## config.mk

```make
export PLATFORM = sky130hd
export DESIGN_NAME = pipe_fifo_reg
export DESIGN_NICKNAME = d
export VERILOG_FILES = /design/src/rtl/pipe_fifo_reg.sv
export SDC_FILE = /design/constraint.sdc
export NUM_CORES = 1
export LEC_CHECK = 0
export CAP_MARGIN = 30
export CORE_MARGIN = 2
export CORE_UTILIZATION = 43
export CTS_CLUSTER_SIZE = 24
export DETAILED_ROUTE_END_ITERATION = 8
export GPL_ROUTABILITY_DRIVEN = 0
export PLACE_DENSITY = 0.76
export SLEW_MARGIN = 5
export SYNTH_ARGS = -nofsm -noshare
export SYNTH_HDL_FRONTEND = slang
export SYNTH_SLANG_ARGS = --single-unit
```

## constraint.sdc

```tcl
create_clock -name clk_i -period 2.55 [get_ports clk_i]
set_clock_uncertainty 0.15 [all_clocks]
set_input_delay 0.51 -clock clk_i [delete_from_list [all_inputs] [get_ports clk_i]]
set_output_delay 0.51 -clock clk_i [all_outputs]
set_load 0.01 [all_outputs]
```

## src/rtl/pipe_fifo_reg.sv

```systemverilog
// Elastic pipeline FIFO stage: circular buffer with occupancy counter and flush.
// Define PIPE_FIFO_REG_BYPASS_EN for a zero-latency path when the buffer is empty.
module pipe_fifo_reg #(
    parameter int DATA_WIDTH = 32,
    parameter int DEPTH      = 2
) (
    input  logic                         clk_i,
    input  logic                         rst_i,
    input  logic                         flush_i,
    input  logic                         pin_valid,
    input  logic [DATA_WIDTH-1:0]        pin_data,
    output logic                         pin_ready,
    output logic                         pout_valid,
    output logic [DATA_WIDTH-1:0]        pout_data,
    input  logic                         pout_ready,
    output logic [$clog2(DEPTH+1)-1:0]   count_o
);

    localparam int CNT_W = $clog2(DEPTH + 1);
    localparam int PTR_W = (DEPTH > 1) ? $clog2(DEPTH) : 1;
    localparam logic [CNT_W-1:0] DEPTH_C  = CNT_W'(DEPTH);
    localparam logic [PTR_W-1:0] LAST_PTR = PTR_W'(DEPTH - 1);

    logic [DATA_WIDTH-1:0] mem_q [DEPTH];
    logic [PTR_W-1:0]      wr_ptr_q, wr_ptr_d;
    logic [PTR_W-1:0]      rd_ptr_q, rd_ptr_d;
    logic [CNT_W-1:0]      count_q, count_d;
    logic                  empty;
    logic                  push;
    logic                  pop;
    logic                  bypass_take;
    logic [DATA_WIDTH-1:0] head_data;

    assign empty     = (count_q == '0);
    assign pin_ready = (count_q < DEPTH_C);
    assign head_data = empty ? '0 : mem_q[rd_ptr_q];
    assign count_o   = count_q;

`ifdef PIPE_FIFO_REG_BYPASS_EN
    logic bypass_hit;

    // Empty buffer: the incoming word is presented straight through.
    assign bypass_hit  = empty && pin_valid && !flush_i;
    assign pout_valid  = bypass_hit || (!empty && !flush_i);
    assign pout_data   = bypass_hit ? pin_data : head_data;
    assign bypass_take = bypass_hit && pout_ready;
`else
    assign pout_valid  = !empty && !flush_i;
    assign pout_data   = head_data;
    assign bypass_take = 1'b0;
`endif

    // A word consumed through the bypass never touches storage.
    assign push = pin_valid && pin_ready && !flush_i && !bypass_take;
    assign pop  = !empty && pout_valid && pout_ready && !flush_i;

    always_comb begin
        wr_ptr_d = wr_ptr_q;
        rd_ptr_d = rd_ptr_q;
        count_d  = count_q;
        if (push) begin
            wr_ptr_d = (wr_ptr_q == LAST_PTR) ? '0 : wr_ptr_q + 1'b1;
        end
        if (pop) begin
            rd_ptr_d = (rd_ptr_q == LAST_PTR) ? '0 : rd_ptr_q + 1'b1;
        end
        case ({push, pop})
            2'b10:   count_d = count_q + 1'b1;
            2'b01:   count_d = count_q - 1'b1;
            default: count_d = count_q;
        endcase
    end

    always_ff @(posedge clk_i) begin
        if (!rst_i || flush_i) begin
            wr_ptr_q <= '0;
            rd_ptr_q <= '0;
            count_q  <= '0;
        end else begin
            wr_ptr_q <= wr_ptr_d;
            rd_ptr_q <= rd_ptr_d;
            count_q  <= count_d;
        end
    end

    // Storage is never reset; occupancy alone decides what is valid.
    for (genvar gi = 0; gi < DEPTH; gi++) begin : g_entry
        always_ff @(posedge clk_i) begin
            if (push && (wr_ptr_q == PTR_W'(gi))) begin
                mem_q[gi] <= pin_data;
            end
        end
    end

endmodule

```

== After elaboration in Yosys (flattened, before gate mapping) ==
Memories as Yosys holds them, arrays and structs flattened. A register that Yosys moved wholly into a read port is not among the register bits.
Cells that the tools add are included.

* Flip-flop bits (word level): 4
* Bits in writable memories: 64
* Bits of input ports: 37
* Output and inout bits: 36
* Logic and storage cells: 40
* Memories: 1

* Add/sub/neg operators: 4
* $lt $le $gt $ge: 1
* Equality and inequality tests: 2
* Mux-type cells: 13
* Bitwise operators: 1
* Reduce and logical (&&, ||, !) cells: 15

{| class="wikitable"
|+ Memories
! memory !! depth !! bits a word !! rd ports !! clocked after memory_dff !! write ports !! RTL line !! text
|-
| mem_q || 2 || 32 || 1 || 1 || 1 || 24 || <nowiki>logic [DATA_WIDTH-1:0] mem_q [DEPTH];</nowiki>
|}

{| class="wikitable"
|+ Operator list
! kind !! count
|-
| 32-bit 2-to-1 mux || 2
|-
| 32-bit OR reduction || 1
|-
| 1-bit 2-to-1 mux || 10
|-
| 1-bit logical AND || 8
|-
| 2-bit case mux with 2 select lines || 1
|-
| 1-bit logical NOT || 3
|-
| 1-bit adder (second input constant) || 2
|-
| 2-bit by 1-bit adder with 2-bit output (second input constant) || 1
|-
| 2-bit by 1-bit == test with 1-bit output (second input constant) || 1
|-
| 2-bit == test (second input constant) || 1
|-
| 2-bit logical NOT || 1
|-
| 2-bit < comparator (second input constant) || 1
|-
| 2-bit nonzero test || 1
|-
| 2-bit by 1-bit subtractor with 2-bit output (second input constant) || 1
|-
| 1-bit logical OR || 1
|-
| 1-bit NOT || 1
|}

== Longest topological paths before layout ==
Gate-level depths: netlist (run 1).

* Depth after elaboration: 8
* Gate-level depth with buffers: 7
* Depth with buffers taken out: 7

== Worst setup path after synthesis (run 1) ==
No wires, ideal clock.

* Kind: input-to-reg
* Start point: input pin_valid
* End point: memory mem_q[0][0] (enable)
* Library setup time: 0.421 ns
* Arrival: 2.163 ns
* Data required time: 1.979 ns
* Path slack: -0.184 ns
* Stages on the path: 3
* Path buffers: 0
* Path through: nor2b_1 nand2_1 nor2_1

* Cells in the longest elaborated chain, start to end: 7
* Elaborated cells on any way between the ends: 11
* Classes of those cells: 6 x mux; 5 x reduce/logical

{| class="wikitable"
|+ Ends and longest elaborated chain
! what !! RTL line !! text
|-
| start: declaration || 10 || <nowiki>input logic pin_valid,</nowiki>
|-
| 1-bit logical AND * (2 in a row) || 54 || <nowiki>assign push = pin_valid && pin_ready && !flush_i && !bypass_take;</nowiki>
|-
| 1-bit logical AND || 89 || <nowiki>if (push && (wr_ptr_q == PTR_W'(gi))) begin</nowiki>
|-
| 1-bit 2-to-1 mux || 89 ||
|-
| 1-bit 2-to-1 mux (implied by the code) || 90 || <nowiki>mem_q[gi] <= pin_data;</nowiki>
|-
| 32-bit OR reduction (no source line) || - ||
|-
| 1-bit 2-to-1 mux (no source line) || - ||
|-
| end: declaration || 24 ||
|}

Mark *: on every way between the ends. The rest lies on a longest branch, timed or not.

==> flow_metrics.py, run 1 <==
metrics = {
    "global_route": {
        "met2_usage_pct": 25.5,
        "grt-ovfl-total": 0,
        "use_met3_pct": 4.78,
        "track_usage_pct": 14.2,
        "grt_pass1_wl_um": 6820,
        "grt_max_degree": 33,
        "antenna_found_initial": 0,
        "grt.busiest_layer": "met2",
        "gr-usage-met1_pct": 14.3,
        "first_global_vias": 1533,
    },
    "drt": {
        "wl_um": 4420,
        "drt-initial-drc-count": 61,
        "wl_per_cell_um": 13.5,
        "dr.pass1.iters": 4,
        "viasPerCell": 4.66,
        "vias": 1530,
        "post-route-drc-count": 0,
        "ant_nets": 0,
    },
    "cts": {
        "clkSlewWorstSetupHoldPaths_ns": 0.06,
        "clock_latency_ns": 0.32,
        "clock-sinks": 69,
        "post_cts_buffers": 0,
        "htree_num_levels": 3,
        "numCtsBuffers": 9,
        "cts_buffer_depth": 2,
        "cts_tree": "yes",
        "clock_tree.root_cell": "clkbuf_8",
    },
    "floorplan": {
        "rows": 28,
        "dieArea_sq_um": 6770,
        "die_h_um": 82.3,
        "design.core.area_sq_um": 5920,
        "die_x_um": 82.3,
        "num_io_pins": 73,
        "start_util_pct": 44.5,
    },
    "final_layout": {
        "utilization_pct": 62.6,
        "antenna_cells": 0,
        "multiInputGateArea_sq_um": 578,
        "nFillCells": 452,
        "sequential_cell_area_sq_um": 2030,
        "fin_area_sq_um": 3710,
        "syn2layout_area_growth_pct": 40.8,
        "fin_nets": 286,
        "drive_gt1_share_pct": 10.3,
        "fin_cells": 328,
    },
    "synth": {
        "synth-edff-count": 64,
        "synthFlopType": "edfxtp_1",
        "synth_seq_cells": 69,
        "synth_top_area_share_pct": 73.0,
        "synth_nets": 201,
        "ys_types": 17,
        "synth-async-reset-ratio_pct": 0,
        "yosys.area.top_type": "edfxtp_1",
        "yosys_warnings": 0,
        "syn_avg_cell_area_sq_um": 16.2,
        "synthCells": 163,
        "synth_area_sq_um": 2630,
        "ys_seq_area_share_pct": 76.8,
        "synthTopCellsByArea": "edfxtp_1, mux2i_1, nor2_1, dfxtp_1, buf_4",
    },
    "sta": {
        "finalSetupViolCount": 0,
        "rsz0062_at_grt": "no",
        "achievable-frequency_mhz": 413,
        "setup_tns_ns": 0,
        "fin_ws_ns": 0.127,
        "period_share_pct": 95.0,
        "hold_viol": 0,
        "slew_violations": 0,
        "fin_crit_ns": 2.42,
        "worstMarginPinSlew_ns": 0.249,
        "relSlewSlack_pct": 83.4,
    },
    "setup_path": {
        "slowest_stage": "clkdlybuf4s50_1",
        "critPathLaunchType": "flip-flop",
        "endpoint": "pout_data[3]",
        "path_class": "flip-flop to primary output",
        "crit_required_ns": 1.89,
        "r2r_cells": 7,
        "cp.arrival_ns": 1.76,
        "timing.critical_path.buf_inv": 2,
        "cp.depth": 4,
        "reg2reg_to": "count_o[1]",
        "regToRegSetupSlack_ns": 0.51,
        "crit_fanout": 12,
        "crit_path_end_kind": "primary output",
        "max_stage_delay_ns": 0.49,
        "worst_path_dominant_cell_family": "buffers and inverters",
        "reg2reg_from": "count_o[1]",
        "crit_path_cell_trace": "buf_12 -> mux2i_1 -> nor2_1 -> clkdlybuf4s50_1",
    },
    "place": {
        "dpl_cell_area_sq_um": 3540,
        "port_buffers": 72,
        "place_inst": 312,
        "dp_slack_ns": 0.137,
        "hpwl_um": 3000,
    },
    "run": {
        "cap_violations": 0,
    },
    "status": {
        "outcome": "complete, no violations",
    },
    "worst_hold_path": {
        "hp-class": "flip-flop to flip-flop",
    },
    "pwr": {
        "vdd_drop_max_uv": 364,
        "power_density_nw_per_um2": 586,
        "cellLeakagePower_nw": 1.20,
    },
}
[layout make-up]
type | count | share of cell area (%)
flip-flops and latches | 69 | 54.6
repair buffers | 81 | 22.8
multi-input cells | 85 | 15.6
clock buffers | 10 | 3.44
well taps | 75 | 2.53
clock inverters | 6 | 0.810
inverters | 2 | 0.202
[synthesized netlist by cell type, types with 2 or more instances]
cell type	n
edfxtp_1	64
nand2_1	2
nor2_1	39
xor2_1	2
o21ai_0	2
buf_4	3
xnor2_1	2
dfxtp_1	5
inv_1	2
buf_2	4
mux2i_1	32
[repair_timing]
| action | in CTS | in global routing |
|---|---|---|
| setup endpoints to repair | 4 | 0 |
| hold buffers | 0 | 0 |
| gates resized for setup | 2 | 0 |
[sequential cells by signal, summed over array words and instances (netlist names), named ones only]
register  flops
rd_ptr_q      1
count_o       2
mem_q        64
wr_ptr_q      1
[cell usage in the layout, fill, tap and decap left out]
master	synthesis	final
a21oi_1	1	1
and2_1	1	1
and3_2	0	1
buf_12	0	4
buf_4	3	4
buf_8	0	1
clkbuf_1	0	1
clkbuf_8	0	9
clkdlybuf4s50_1	0	72
clkinv_1	0	2
clkinv_2	0	3
clkinvlp_4	0	1
dfxtp_1	5	4
dfxtp_4	0	1
edfxtp_1	64	64
ha_1	1	1
inv_1	2	2
mux2i_1	32	32
nand2_1	2	2
nor2_1	39	37
nor2_4	0	2
nor2b_1	1	1
o21ai_0	2	2
or3_1	1	1
xnor2_1	2	2
xor2_1	2	2
[cell families (layout without fill, tap and decap cells)]
group,count (synthesis),in the layout,share of synthesized area [%]
AOI/OAI and AO/OA,3,3,0.570
xor gates and xnor gates,4,4,1.33
adders and majority gates,1,1,0.475
buffers and inverters,9,99,1.90
DFF,69,69,76.8
muxes,32,32,12.2
and+or+nand+nor,45,45,6.79
[metal layers]
| metal | wire [um] | part of all wire, % |
|---|---|---|
| met2 | 2430 | 55 |
| met3 | 253 | 5.7 |
| met4 | 53 | 1.2 |
| met1 | 1690 | 38 |
| met5 | 0 | 0 |
[where the power goes]
part / internal (mW) / switching [mW]
combinational: 0.108 / 0.0743
clock: 0.341 / 0.366
sequential: 1.27 / 0.00986
total: 1.72 / 0.450
[tightest hold or removal path: cells and delay by family, from the launching register on]
kind / cells / cell delay [ns]
xor gates and xnor gates: 1 / 0.08
DFF: 1 / 0.33
and+or+nand+nor: 1 / 0.07
[worst min path at each step]
stage | from | end | slack [ns] | cells after the start
2_1_floorplan | rd_ptr_q | flip-flop | 0.32 | 2
3_3_place_gp | rd_ptr_q | rd_ptr_q | 0.34 | 2
3_5_place_dp | rd_ptr_q | rd_ptr_q | 0.35 | 2
4_1_cts | rd_ptr_q | rd_ptr_q | 0.37 | 2
5_1_grt | rd_ptr_q | rd_ptr_q | 0.42 | 2
6_report | rd_ptr_q | rd_ptr_q | 0.36 | 2
[metrics by stage]
step | hold WS, ns | power, mW
final | 0.361 | 2.17
after global routing | 0.423 | 2.28
after CTS | 0.371 | 2.20
after detailed placement | 0.354 | 1.49
after global placement | 0.338 | 1.48
after floorplan | 0.322 | 1.37
Note: power is estimated with default switching activity, not from simulation.
==> run 2: changes to the inputs <==
GPL_ROUTABILITY_DRIVEN = unset   (was 0)
==> results of run 2 <==
Same layout as run 1: the final DEF is identical, and so are final timing and power.
==> run 3: changes to the inputs <==
CORE_UTILIZATION = 51   (was 43)
GPL_TIMING_DRIVEN = 0   (was unset)
PLACE_DENSITY = 0.84   (was 0.76)
clock period = 3.1 ns   (was 2.55 ns; I/O delays follow)
==> run 3 against run 2 <==
Against the previous run:
- highest routed layer unchanged
- register-to-register slack gained 0.59 ns
- wire length grew 8.0%
- critical path type unchanged
- die area shrank 15%
- worst hold slack gained 0.0083 ns
- clock-buffer cell count grew 1
==> flow_metrics.py, run 3 (synthesis gave the netlist of run 1 again) <==
metrics = {
    "setup_path": {
        "cp.arrival_ns": 1.92,
        "critPathLaunchType": "flip-flop",
        "path_class": "flip-flop to primary output",
        "cp.depth": 4,
        "endpoint": "pout_data[8]",
        "reg2reg_to": "count_o[1]",
        "reg2reg_from": "count_o[0]",
        "max_stage_delay_ns": 0.49,
        "crit_fanout": 10,
        "worst_path_dominant_cell_family": "buffers and inverters",
        "regToRegSetupSlack_ns": 1.10,
        "timing.critical_path.buf_inv": 2,
        "crit_required_ns": 2.33,
        "crit_path_end_kind": "primary output",
        "worst_path_most_repeated_cell": "nor2_1",
        "slowest_stage": "clkdlybuf4s50_1",
        "crit_path_cell_trace": "nor2_1 -> buf_2 -> nor2_1 -> clkdlybuf4s50_1",
        "cp-startpoint": "count_o[0]",
        "r2r_cells": 6,
    },
    "global_route": {
        "track_usage_pct": 17.5,
        "grt-ovfl-total": 0,
        "grt_pass1_wl_um": 7040,
        "antenna_found_initial": 0,
        "grt_max_degree": 33,
        "first_global_vias": 1543,
    },
    "pwr": {
        "vdd_drop_max_uv": 384,
        "power_density_nw_per_um2": 490,
        "cellLeakagePower_nw": 1.17,
        "p_total_mw": 1.77,
    },
    "drt": {
        "vias": 1538,
        "post-route-drc-count": 0,
        "drt-initial-drc-count": 82,
        "viasPerCell": 4.79,
        "dr.pass1.iters": 4,
        "wl_per_cell_um": 14.9,
        "wl_um": 4770,
        "ant_nets": 0,
    },
    "sta": {
        "achievable-frequency_mhz": 372,
        "fin_crit_ns": 2.69,
        "finalSetupViolCount": 0,
        "setup_tns_ns": 0,
        "slew_violations": 0,
        "worst_hold_slack_ns": 0.369,
        "rsz0062_at_grt": "no",
        "relSlewSlack_pct": 48.3,
        "worstMarginPinSlew_ns": 0.776,
        "fin_ws_ns": 0.408,
        "period_share_pct": 86.8,
        "hold_viol": 0,
    },
    "cts": {
        "clock_latency_ns": 0.32,
        "clkSlewWorstSetupHoldPaths_ns": 0.07,
        "cts_hold_buf": 0,
        "post_cts_buffers": 0,
        "numCtsBuffers": 9,
        "cts_buffer_depth": 2,
        "clock-sinks": 69,
        "htree_num_levels": 3,
        "cts.repair.resized": 0,
        "clock_tree.root_cell": "clkbuf_8",
        "cts_tree": "yes",
    },
    "place": {
        "gp_congestion": 0.724,
        "port_buffers": 72,
        "dp_slack_ns": 0.475,
        "dpl_cell_area_sq_um": 3470,
        "hpwl_um": 3240,
        "place_inst": 306,
    },
    "final_layout": {
        "nFillCells": 331,
        "antenna_cells": 0,
        "syn2layout_area_growth_pct": 37.4,
        "largest_register_ffs": 64,
        "fin_cells": 321,
        "fin_nets": 285,
        "drive_gt1_share_pct": 7.97,
        "utilization_pct": 71.8,
        "fin_area_sq_um": 3620,
        "largest-register": "mem_q",
        "layout_common_cells": "clkdlybuf4s50_1, edfxtp_1, nor2_1, mux2i_1, clkbuf_8",
        "mostFrequentLayoutCell": "clkdlybuf4s50_1",
    },
    "worst_hold_path": {
        "hp-class": "flip-flop to flip-flop",
    },
    "run": {
        "cap_violations": 0,
    },
    "status": {
        "outcome": "complete, no violations",
    },
    "floorplan": {
        "start_util_pct": 52.2,
        "design.core.area_sq_um": 5040,
        "die_x_um": 75.9,
        "die_h_um": 75.9,
        "rows": 26,
        "num_io_pins": 73,
        "dieArea_sq_um": 5750,
    },
}
==> run 3: worst min path at each step <==
stage | from | to | slack, ns | depth (start not counted)
after floorplan | rd_ptr_q | flip-flop | 0.32 | 2
after global placement | rd_ptr_q | rd_ptr_q | 0.34 | 2
after detailed placement | rd_ptr_q | rd_ptr_q | 0.35 | 2
after CTS | rd_ptr_q | rd_ptr_q | 0.37 | 2
after global routing | rd_ptr_q | rd_ptr_q | 0.40 | 2
final | rd_ptr_q | rd_ptr_q | 0.37 | 2
==> run 3: worst reg2reg max path: stages (launching register included) <==
cell	delay [ns]
dfxtp_1	0.36
nor2_1	0.34
nor2_1	0.09
and2_1	0.17
ha_1	0.33
or3_1	0.36
a21oi_1	0.13
==> run 3: layer usage <==
| metal | vias to the layer above | share of wire (%) | GRT usage, % |
|---|---|---|---|
| met1 | 726 | 41 | 19.8 |
| met2 | 49 | 52 | 29.7 |
| li1 | 758 | - | - |
| met4 | 0 | 0.94 | 7.80 |
| met5 | - | 0 | 0 |
| met3 | 5 | 6.1 | 6.48 |
==> run 3: where the power goes <==
part | switching [mW] | internal, mW | leakage, nW | total, mW
registers | 0.00816 | 1.05 | 0.628 | 1.06
clock network | 0.292 | 0.277 | 0.0757 | 0.569
logic | 0.0621 | 0.0839 | 0.464 | 0.146
total | 0.363 | 1.41 | 1.17 | 1.77
==> run 3: cell type report <==
class	instances	area, sq um	area share (%)
Sequential cell	69	2020	55.9
Timing Repair Buffer	73	741	20.5
Multi-Input combinational cell	85	571	15.8
Clock buffer	11	131	3.63
Tap cell	70	87.6	2.42
Buffer	7	42.5	1.18
Clock inverter	4	16.3	0.450
Inverter	2	7.51	0.207
==> RTL edit 1 (config.mk and constraints of run 2) <==
Add a define of `PIPE_FIFO_REG_BYPASS_EN`.
--- a/src/rtl/pipe_fifo_reg.sv
+++ b/src/rtl/pipe_fifo_reg.sv
@@ -1,5 +1,7 @@
 // Elastic pipeline FIFO stage: circular buffer with occupancy counter and flush.
 // Define PIPE_FIFO_REG_BYPASS_EN for a zero-latency path when the buffer is empty.
+`define PIPE_FIFO_REG_BYPASS_EN
+
 module pipe_fifo_reg #(
     parameter int DATA_WIDTH = 32,
     parameter int DEPTH      = 2
Function: changed (a bounded check fails within 4 cycles, from zero or initial values).
==> RTL edit 1 against run 2 <==
  * Sequential cell count unchanged
  * Setup slack got worse by 0.049 ns
  * Sequential share of layout area decreased by 2.5 points
  * Fmax decreased by 2.0%
  * Area after synthesis increased by 8.9%
  * Power increased by 12%
  * Cell area increased by 4.6%
  * Core utilization decreased by 1.9 points
  * Routed wire length increased by 31%
  * Critical endpoint is now pout_data[5]
  * Largest power group unchanged
==> RTL edit 1: results (changes against run 2) <==
Placed design:
- The placed wire-length estimate after detailed placement is 3810 um (+27%).
- The last weighted congestion value of the routability-driven placer is 0.695 (+4.7%).
- The setup slack after placement came to -0.337 ns (-0.474 ns).

Worst setup path:
- The largest fanout on the critical path is 9 (-3).
- The peak per-stage delay on the critical path is 0.42 ns (-0.07 ns).

Status:
- The run finished with clean final reports.

Global route:
- The met1 usage was 20.7% (+6.4 points).
- The met2 capacity usage during global routing was 27.4% (+1.9 points).
- The met3 track demand over resource in global routing is 3.95% (-0.84 points).

Synthesis:
- The unique cell type count in the Yosys netlist is 19 (+2).
- The sequential-to-total area share from yosys stat came to 70.5% (-6.3 points).
- The post-synth net total was 211 (+5.0%).
- The fraction of synthesized cell area in xor and xnor cells came to 0.916% (-0.41 points).
- The compound-cell area share of the yosys netlist is 10.6% (+10 points).

Layout:
- The count of fill cells added during filler insertion is 511 (+13%).
- The fraction of area in multi-input gates came to 20.2% (+4.6 points).
- The count of nets after finishing is 302 (+5.6%).
- The post-route non-filler standard cell count was 346 (+5.5%).
- The fraction of area in registers was 52.2% (-2.5 points).
- The layout multi-input combinational cell count is 90 (+5.9%).
- The count of flip-flops and latches was 69 (unchanged).
- The post-synthesis to final-layout area growth is 35.2%.

Timing:
- The slew of the pin with the lowest slew margin is 0.372 ns (+0.123 ns).

Detailed routing:
- The final wirelength was 5790 um (+31%).
- The total routed wire length on the met1 layer is 2500 um (+48%).
- The total length of routed met2 wires is 2940 um (+21%).

Power:
- The peak supply drop is 407 uV (+12%).

Clock tree:
- The post-cts gate resize count came to 131 (+129).
- The number of buffers inserted by post-CTS setup repair came to 2 (+2).
## RTL edit 1: changes by cell type after synthesis, sizes merged, moves of 3 or more
| cell | run 2 | this run |
|---|---|---|
| buf | 7 | 12 |
| nand2b | 0 | 3 |
| nor2 | 39 | 8 |
| o2bb2ai | 0 | 32 |
## RTL edit 1: path summary, 6_finish.rpt
kind / depth (start not counted) / slack (ns) / to / from
worst max-delay path: 7 / 0.08 / pout_data[5] / flush_i
worst min-delay path: 2 / 0.36 / rd_ptr_q / rd_ptr_q
worst max register to register: 6 / 0.48 / count_o[1] / count_o[0]
worst min register to register: 2 / 0.36 / rd_ptr_q / rd_ptr_q
## RTL edit 1: power groups by stage
stage | clock network, uW | logic, uW | registers (uW)
2_1_floorplan | 0 | 82.7 | 1290
3_3_place_gp | 0 | 234 | 1290
3_5_place_dp | 0 | 238 | 1290
4_1_cts | 967 | 225 | 1270
5_1_grt | 1030 | 235 | 1270
6_report | 943 | 219 | 1270
==> RTL edit 2 (config.mk and constraints of run 2) <==
Made on the original files. Put one more register stage on the output `count_o`. The value now appears one clock later. The other outputs are not delayed to match.
--- a/src/rtl/pipe_fifo_reg.sv
+++ b/src/rtl/pipe_fifo_reg.sv
@@ -34,7 +34,9 @@
     assign empty     = (count_q == '0);
     assign pin_ready = (count_q < DEPTH_C);
     assign head_data = empty ? '0 : mem_q[rd_ptr_q];
-    assign count_o   = count_q;
+    always_ff @(posedge clk_i) begin
+        count_o <= count_q;
+    end
 
 `ifdef PIPE_FIFO_REG_BYPASS_EN
     logic bypass_hit;
Formal check against the unedited RTL: not equivalent (Yosys sat finds a counterexample within 4 cycles, from zero or initial values).
==> RTL edit 2 against run 2 <==
  * Setup slack better by 0.047 ns
  * Area after synthesis up 1.5%
  * Sequential cell count rose by 2
  * Count of clock-buffer cells in the layout grew 1
  * Cell area shrank 0.51%
  * Routed wire length is 5.5% higher
  * Power is 0.54% higher
  * Critical endpoint is now pout_data[18]
  * Largest cell class unchanged
==> RTL edit 2: results (changes against run 2) <==
Timing:
- The tightest hold margin is 0.359 ns (-0.00209 ns).
- The slew of the pin with the lowest slew margin is 0.287 ns (+0.0388 ns).
- The post-route clock period utilization is 93.2% (-1.8 points).

Detailed routing:
- The final wirelength was 4670 um (+5.5%).
- The per-cell via count in the routed design is 4.71 (+0.95%).
- The number of iterations in the first detailed-routing pass is 4 (unchanged).
- The routed wire length per instance is 14.1 um (+4.9%).
- The detailed router's first-iteration violation count is 75 (+23%).

Global route:
- The via count of the first global-routing pass came to 1626 (+6.1%).
- The number of antenna violations at the first check in global routing is 0 (unchanged).
- The largest net degree at the start of global routing is 19 (-42%).
- The total global-route track usage is 14.2% (-0.031 points).
- The first-pass GRT wire length is 7530 um (+10%).

Synthesis:
- Of all cell types, the one taking the most synthesized area is sky130_fd_sc_hd__edfxtp_1.
- By area the synthesized netlist is led by sky130_fd_sc_hd__edfxtp_1, sky130_fd_sc_hd__mux2i_1, sky130_fd_sc_hd__nor2_1, sky130_fd_sc_hd__dfxtp_1, sky130_fd_sc_hd__buf_4.
- The sequential-to-total area share from yosys stat is 77.1% (+0.35 points).
- By count the netlist is led by sky130_fd_sc_hd__edfxtp_1, sky130_fd_sc_hd__nor2_1, sky130_fd_sc_hd__mux2i_1.
- The fraction of synthesized cell area taken by the top area cell type is 71.9% (-1.1 points).
- The number of synthesized flops with an enable pin is 64 (unchanged).
- The count of mapped cells out of synthesis is 165 (+1.2%).
- The unique cell type count in the Yosys netlist is 17 (unchanged).
- The post-synth net total was 203 (+1.0%).

Worst setup path:
- The worst setup path endpoint is pout_data[18].
- The largest fanout on the critical path came to 17 (+5).
- The arrival time at the worst endpoint is 1.72 ns (-0.04 ns).
- In this run the critical register-to-register path is launched from count_q[1].
- The cell depth of the worst flop-to-flop path came to 6 (-1).
- The register-to-register path setup slack is 0.64 ns (+0.13 ns).
- The worst register-to-register path ends at count_q[1].

Layout:
- The count of nets after finishing was 290 (+1.4%).
- In the final layout, the registers with the most flip-flops are mem_q x64, count_o x2, count_q x2.
- The final antenna diode count is 0 (unchanged).
- The fraction of layout instances using a drive strength above 1 was 9.80% (-0.47 points).

Placed design:
- The number of instances in the placed design is 314 (+0.64%).
- The placed wire-length estimate after detailed placement is 3240 um (+8.0%).
- The last weighted congestion value of the routability-driven placer came to 0.684 (+3.0%).
- The total placed instance area came to 0.00353 mm2 (-0.49%).
- The setup slack after placement is 0.110 ns (-0.0273 ns).

Power:
- The peak supply drop came to 343 uV (-5.9%).
- The leakage power total is 0.00120 uW (+0.38%).

Status:
- The flow ran to the end, and the final reports show no timing, DRC or antenna violations.

Hold path:
- The origin of the worst min-delay path is rd_ptr_q.
- The end of the worst hold path is rd_ptr_q.
- The instance count along the most critical hold path is 2 (unchanged).

Floorplan:
- The x dimension of the die is 82.9 um (+0.72%).

Clock tree:
- In this run the clock root is driven by a sky130_fd_sc_hd__clkbuf_8.
- The deepest clock path buffer count is 2 (unchanged).
- The number of buffers inserted during clock tree synthesis is 9 (unchanged).
- The CTS H-tree depth came to 3 (unchanged).
- The clock network latency to the later pin of the worst-skew pair came to 0.32 ns (about the same).
-- RTL edit 2: cell types whose count changed after synthesis, sizes merged --
| cell | run 2 | this run |
|---|---|---|
| dfxtp | 5 | 7 |
-- RTL edit 2: area by class of cell --
cell class                 instances  area (um2)
tap                               75        93.8
clock buffer                      11         131
clock inverter                     3        12.5
sequential                        71        2060
timing repair buffer              83         803
inverter                           2        7.51
fill                             477        2270
multi-input combinational         85         578
-- RTL edit 2: what timing repair did --
item	in CTS	in global routing
resized for setup	1	0
setup buffers	2	0
setup endpoints to repair	18	0
-- RTL edit 2: power by group --
group,total (uW),switching (uW),internal (uW)
sequential,1310,8.91,1310
clock,689,354,335
combinational,180,75.6,104
-- RTL edit 2: worst max-delay path: stages (launching register included) --
cell	delay [ns]
sky130_fd_sc_hd__dfxtp_2	0.33
sky130_fd_sc_hd__buf_4	0.28
sky130_fd_sc_hd__mux2i_1	0.26
sky130_fd_sc_hd__nor2_1	0.06
sky130_fd_sc_hd__clkdlybuf4s50_1	0.48
-- RTL edit 2: cell families (layout without fill, tap and decap cells) --
family                     count (synthesis)  after routing  share of synthesized area, %
AOI/OAI and AO/OA                          3              3                         0.561
DFF                                       71             71                          77.1
muxes                                     32             32                          12.0
buffers and inverters                      9             99                          1.87
xor gates and xnor gates                   4              4                          1.31
and+or+nand+nor                           45             45                          6.69
adders and majority gates                  1              1                         0.468
-- RTL edit 2: metal layers --
layer	GRT usage, %	up-vias	wire length, um
met2	25.6	45	2500
met5	0	-	0
met3	3.78	5	212
met1	15.8	736	1920
li1	-	768	-
met4	5.81	0	40
